$ cat src/rtl/reg_dump_reader.sv
// reg_dump_reader: debug readout engine for the register file.
// Walks an inclusive register index range through a dedicated combinational
// read port and streams each captured word over a valid/ready handshake.
// The core is held via cpu_halt for the whole dump.
module reg_dump_reader #(
    parameter int NUM_REGS = 32,
    parameter int ADDR_W   = 5,
    parameter int DATA_W   = 32
) (
    input  logic              clk,
    input  logic              reset,
    input  logic              start,
    input  logic [ADDR_W-1:0] first_addr,
    input  logic [ADDR_W-1:0] last_addr,
    output logic [ADDR_W-1:0] rd_addr,
    input  logic [DATA_W-1:0] rd_data,
    output logic              out_valid,
    input  logic              out_ready,
    output logic [DATA_W-1:0] out_data,
    output logic [ADDR_W-1:0] out_index,
    output logic              out_last,
    output logic              busy,
    output logic              cpu_halt,
    output logic              done
);

    localparam logic [1:0] IDLE = 2'd0;
    localparam logic [1:0] READ = 2'd1;
    localparam logic [1:0] SEND = 2'd2;
    localparam logic [1:0] FIN  = 2'd3;

    localparam logic [ADDR_W-1:0] MAX_IDX = ADDR_W'(NUM_REGS - 1);

    logic [1:0]        state;
    logic [ADDR_W-1:0] idx;
    logic [ADDR_W-1:0] end_idx;
    logic              at_end;
    logic              handshake;

    // Range end detection; also stops at the last physical register so the
    // walk can never wrap back to index 0.
    always_comb begin
        at_end    = (idx == end_idx) || (idx == MAX_IDX);
        handshake = out_valid && out_ready;
    end

    // Status and read-port outputs derived from the current state and index.
    always_comb begin
        rd_addr  = idx;
        busy     = (state != IDLE);
        cpu_halt = (state != IDLE);
        done     = (state == FIN);
    end

    // Dump sequencer: latch range, read one word, hold it until accepted.
    always_ff @(posedge clk) begin
        if (reset) begin
            state     <= IDLE;
            idx       <= '0;
            end_idx   <= '0;
            out_valid <= 1'b0;
            out_data  <= '0;
            out_index <= '0;
            out_last  <= 1'b0;
        end else begin
            case (state)
                IDLE: begin
                    if (start) begin
                        idx     <= first_addr;
                        end_idx <= last_addr;
                        if (first_addr > last_addr) begin
                            state <= FIN;
                        end else begin
                            state <= READ;
                        end
                    end
                end
                READ: begin
                    out_data  <= rd_data;
                    out_index <= idx;
                    out_last  <= at_end;
                    out_valid <= 1'b1;
                    state     <= SEND;
                end
                SEND: begin
                    if (handshake) begin
                        out_valid <= 1'b0;
                        if (at_end) begin
                            state <= FIN;
                        end else begin
                            idx   <= idx + 1'b1;
                            state <= READ;
                        end
                    end
                end
                FIN: begin
                    state <= IDLE;
                end
                default: begin
                    state <= IDLE;
                end
            endcase
        end
    end

endmodule

$ cat config.mk
export PLATFORM = sky130hd
export DESIGN_NAME = reg_dump_reader
export DESIGN_NICKNAME = d
export VERILOG_FILES = /design/src/rtl/reg_dump_reader.sv
export SDC_FILE = /design/constraint.sdc
export NUM_CORES = 1
export LEC_CHECK = 0
export CAP_MARGIN = 5
export CORE_MARGIN = 10
export CORE_UTILIZATION = 35
export DETAILED_ROUTE_END_ITERATION = 8
export GPL_ROUTABILITY_DRIVEN = 0
export PLACE_DENSITY = 0.73
export RECOVER_POWER = 100
export REMOVE_ABC_BUFFERS = 1
export SYNTH_ARGS = -nofsm -noshare
export SYNTH_HDL_FRONTEND = slang
export SYNTH_SLANG_ARGS = --single-unit
$ cat constraint.sdc
create_clock -name clk -period 4.8 [get_ports clk]
set_input_delay 0.72 -clock clk [delete_from_list [all_inputs] [get_ports clk]]
set_output_delay 0.72 -clock clk [all_outputs]
set_load 0.01 [all_outputs]
# --- Yosys cells after proc, flatten, opt, wreduce, memory -nomap -nowiden ---
# Index checks and enable logic that the tools add are counted.
# Widths: inputs -> output; s select.
totals:
  register_bits: 51
  latchBits: 0
  ram_bits: 0
  romBits: 0
  in_bits: 46
  output_inout_bits: 47
  elab_cells: 38
  mem_count: 0
classes:
  addsub: 1
  n_mul: 0
  n_div: 0
  order_cmp: 1
  eq_ne: 8
  n_shift: 0
  n_mux: 11
  n_bitwise: 0
  n_reduce_logical: 10
ops:
  columns: ["operator", "n"]
  rows:
  - ["$mux 5", 3]
  - ["$pmux 5 s2", 1]
  - ["$mux 2", 4]
  - ["$pmux 2 s4", 1]
  - ["$ne 2x2->1 const B", 3]
  - ["$reduce_and 2->1", 3]
  - ["$reduce_bool 2->1", 3]
  - ["$add 5x1->5 const B", 1]
  - ["$eq 5x5->1", 1]
  - ["$eq 5x5->1 const B", 1]
  - ["$gt 5x5->1", 1]
  - ["$eq 2x2->1 const B", 2]
  - ["$reduce_and 4->1", 1]
  - ["$eq 2x1->1 const B", 1]
  - ["$logic_not 2->1", 1]
  - ["$pmux 1 s2", 1]
  - ["$logic_and 1x1->1", 1]
  - ["$logic_or 1x1->1", 1]
  - ["$mux 1", 1]

# --- Logic depth before layout (Yosys ltp) ---
logic_depth:
  depth_word: 5
  mapped_depth: 7
  depth_no_buf: 7

# --- Worst setup path before layout ---
# Ideal clock, no wire load.
synth_path:
  kind: "register -> register"
  startpoint: "register idx[0] (netlist: rd_addr[0])"
  endpoint: "register idx[0] (netlist: rd_addr[0])"
  setup_time_ns: 0.091
  arrival_time_ns: 1.769
  required_time_ns: 4.709
  setup_slack_ns: 2.940
  path_stages_with_launch: 8
  n_path_buf: 0
  synth_period_minus_slack_ns: 1.860
  path_cell_list: "dfxtp_1 ha_1 and3_1 ha_1 a221oi_2 a21boi_4 a21oi_2 a311oi_1"
synth_via:
  elab_chain_len: 4
  elab_cells_between_ends: 9
  classes_between: "add/sub (1); eq/ne (3); mux (3); reduce/logical (2)"
synth_rtl:
  columns: ["item", "line", "text"]
  rows:
  - ["from (decl)", "35", "logic [ADDR_W-1:0] idx;"]
  - ["from (signal assigned)", "69", "idx <= first_addr;"]
  - ["from (signal assigned)", "91", "idx <= idx + 1'b1;"]
  - ["$add 5x1->5 or $eq 5x5->1 (tied branches)", "91, 43", null]
  - ["$mux 5 or $logic_or 1x1->1 (tied branches)", "88, 43", null]
  - ["$mux 5 or $ne 2x2->1 (tied branches)", null, null]
  - ["$pmux 5 s2 or $reduce_and 4->1 (tied branches)", null, null]
# Several ways; a longest one is shown, not always the timed one. The select of a mux whose other input is x is not followed.
# A chain may end at the register's enable or synchronous reset.

==> metrics.md <==
| Metric | Value |
|---|---|
| Status | `finished, violations left` |
| Failing checks | `capacitance limit, slew limit` |
| CTS hold repair buffers | `0` |
| Fillers | `581` |
| Register area | `1021 um2` |
| Power Dens Cells | `316.4 nW/um2` |
| CP arrival | `2.72 ns` |
| Worst Hold Class | `reg -> reg` |
| Area growth syn-to-layout | `47.81%` |
| Post-DRT Antenna Nets | `0` |
| Maximum clock rate | `382.5 MHz` |
| DP HPWL | `4.598 mm` |
| Comb pwr share | `23.6%` |
| Cell taking the most area after synthesis | `dfxtp_1` |
| Die H | `98.69 um` |
| Worst-path cell chain | `clkbuf_1 > a311o_1 > o31ai_1` |
| CTS sink cnt | `a little over 50` |
| Sw frac | `roughly 28%` |
| Final WL | `~6.2 mm` |
| DR pass1 iterations | `4` |
| VDD IR max | `0.1286 mV` |
| Mapped Area | `2167 um2` |
| CTS root buf | `clkbuf_8` |
| Netlist cell types | `36` |
| Setup violations, final | `0` |
| Pleak | `1.331 nW` |
| Crit share post-route | `about 54%` |
| Syn Inst Count | `269` |
| Clock Latency Late Sink | `0.30 ns` |
| Worst Skew | `between 0.005 and 0.006 ns` |
| # resized after CTS | `0` |
| RSZ-0062 raised after global routing | `no` |
| Worst setup SP type | `input pin` |
| Initial antenna violation count | `0` |
| Die width | `between 90 and 100 um` |
| Final Critical Period | `between 2 and 3 ns` |
| WS Path Type | `in -> reg` |
| Part of the power in registers | `47.7%` |
| GRT Total Usage | `12.27%` |
| DRC Markers | `0` |
| Starting density of the core | `36.39%` |
| Antenna Cells | `0` |
| Final setup TNS | `0 ns` |
| P_sw | `about 0.00029 W` |
| Final-stage net count | `404` |
| Slew @ Worst Pin | `2.338 ns` |
| Most common cell after layout, fill and taps aside | `nand2_1` |
| Total number of vias | `2079` |
| H-Tree Depth | `2` |
| Syn_area_per_cell | `8.056 um2` |
| Congestion Overflow GR | `0` |
| Min Hold Slack | `0.4525 ns` |
| CP endpoint kind | `flip-flop` |
| Final Util | `53.78%` |
| Crit-path max FO | `54` |
| Drt wl/cell | `14.55 um` |
| Endpoints failing hold | `0` |
| Seq cells post-synth | `51` |
| Initial DRC count | `67` |
| CTS tree | `built` |
| Largest net degree at the start of global routing | `55` |
| Most frequent cells in the layout | `nand2_1 (85), dfxtp_1 (51), a21oi_1 (47)` |
| Required time worst endpoint | `4.90 ns` |
| Core area | `just under 6000 um2` |
| Share of post-route cells with drive strength above 1 | `approximately 4%` |
| MaxCap Viol Count | `2` |
| Drt via density | `4.880` |
| Pint | `0.0007260 W` |
| Clock tree buffer depth | `2` |
| Clock share of power | `28.7%` |
| Register area share after synthesis | `47.11%` |
| Number of CTS-inserted buffers | `5` |
| I/O pin total | `93` |
| Final Max Tran Viols | `95` |
| Area of the multi-input gates | `1033 um2` |
| Delay of the slowest critical-path stage | `between 1.5 and 2 ns` |
| Post-synth top area share | `47.11%` |
| Slowest CP cell | `clkbuf_1` |
| Port Buffer Count | `92` |
| Die area | `9739 um2` |
| Slew Limit Headroom | `-55.87%` |
| Synth top area cells | `dfxtp_1 (47%), nand2_1 (15%), a21oi_1 (11%), ha_1 (4.0%), xor2_1 (2.0%)` |
| Reg clk slew, reported paths | `~0.09 ns` |
| First-pass GRT wire length | `approximately 10 mm` |
| Rows | `28` |
| Syn. warnings | `0` |
| # Post-CTS Setup Buffers | `0` |
| Vias in the first global route | `2019` |
[logic make-up (layout without fill, tap and decap cells)]
group | after synthesis | count (layout) | synth area share (%)
simple gates | 116 | 116 | 23.21
xor+xnor | 5 | 5 | 2.021
fa+ha+maj | 7 | 7 | 4.041
mux | 2 | 2 | 0.9238
flops | 51 | 51 | 47.11
buf+inv | 25 | 107 | 5.195
compound gates | 63 | 63 | 17.49
[critical path, delay by kind of cell]
| kind | cells | cell delay [ns] |
|---|---|---|
| buffers and inverters | 1 | 1.64 |
| AO/OA/AOI/OAI | 2 | 0.35 |
[cell usage after synthesis (all sizes together)]
master and instances:
nand3 6, nand2 85, inv 6, a221oi 1, and4 1, a21oi 49
nor3 3, xor2 5, and3 4, and2 1, ha 7, nor2b 3
dfxtp 51, a31oi 1, a311oi 1, clkbuf 10, nor2 6, nand2b 4
o211ai 1, a211oi 3, o32ai 2, nand3b 2, nor3b 1, a21boi 1
a311o 1, a22oi 1, mux2i 2, o31ai 1, o21ai 1, buf 9
[power by group through the flow]
stage | combinational (W) | clock (W) | sequential (W)
floorplan | 0.000108 | 0 | 0.000501
global placement | 0.000251 | 0 | 0.000493
detailed placement | 0.000254 | 0 | 0.000495
CTS | 0.000255 | 0.000301 | 0.000485
global route | 0.000268 | 0.000316 | 0.000490
finish | 0.000240 | 0.000291 | 0.000483
[per-stage QoR]
stage	instance area (um2)	power, W	instances	setup slack, ns
6_report	3203	0.001014	426	2.186
2_1_floorplan	2077	0.0006081	250	2.681
3_5_place_dp	3104	0.0007485	419	2.383
5_1_grt	3203	0.001074	426	2.031
4_1_cts	3211	0.001041	426	2.296
3_3_place_gp	3104	0.0007439	419	2.449
[path summary, 6_finish.rpt]
kind / from / end / cells after the start / slack [ns]
max: reset / state[1] / 3 / 2.19
min: out_data[3] / out_data[3] / 2 / 0.45
max reg2reg: state[0] / out_data[28] / 4 / 2.43
min reg2reg: out_data[3] / out_data[3] / 2 / 0.45
[state kept, by name, summed over array words and instances (netlist names)]
| signal | count |
|---|---|
| out_valid | 1 |
| rd_addr | 5 |
| out_last | 1 |
| out_index | 5 |
| state | 2 |
| out_data | 32 |
| end_idx | 5 |
[per-layer routing]
| layer | vias up | share of wire [%] | wire (um) | global-route usage [%] |
|---|---|---|---|---|
| li1 | 1061 | - | - | - |
| met1 | 940 | 48 | 2984 | 16.46 |
| met2 | 73 | 42 | 2623 | 18.00 |
| met3 | 5 | 8.8 | 548 | 4.749 |
| met4 | 0 | 0.68 | 42 | 2.977 |
| met5 | - | 0 | 0 | 0 |
[cell type report]
class / instances / share of cell area [%]
inverter: 6 / 0.7031
sequential: 51 / 31.88
tap: 75 / 2.930
clock buffer: 5 / 2.148
clock inverter: 2 / 1.172
timing repair buffer: 94 / 28.91
multi-input combinational: 193 / 32.27
Power figures use the tool's default switching activity.
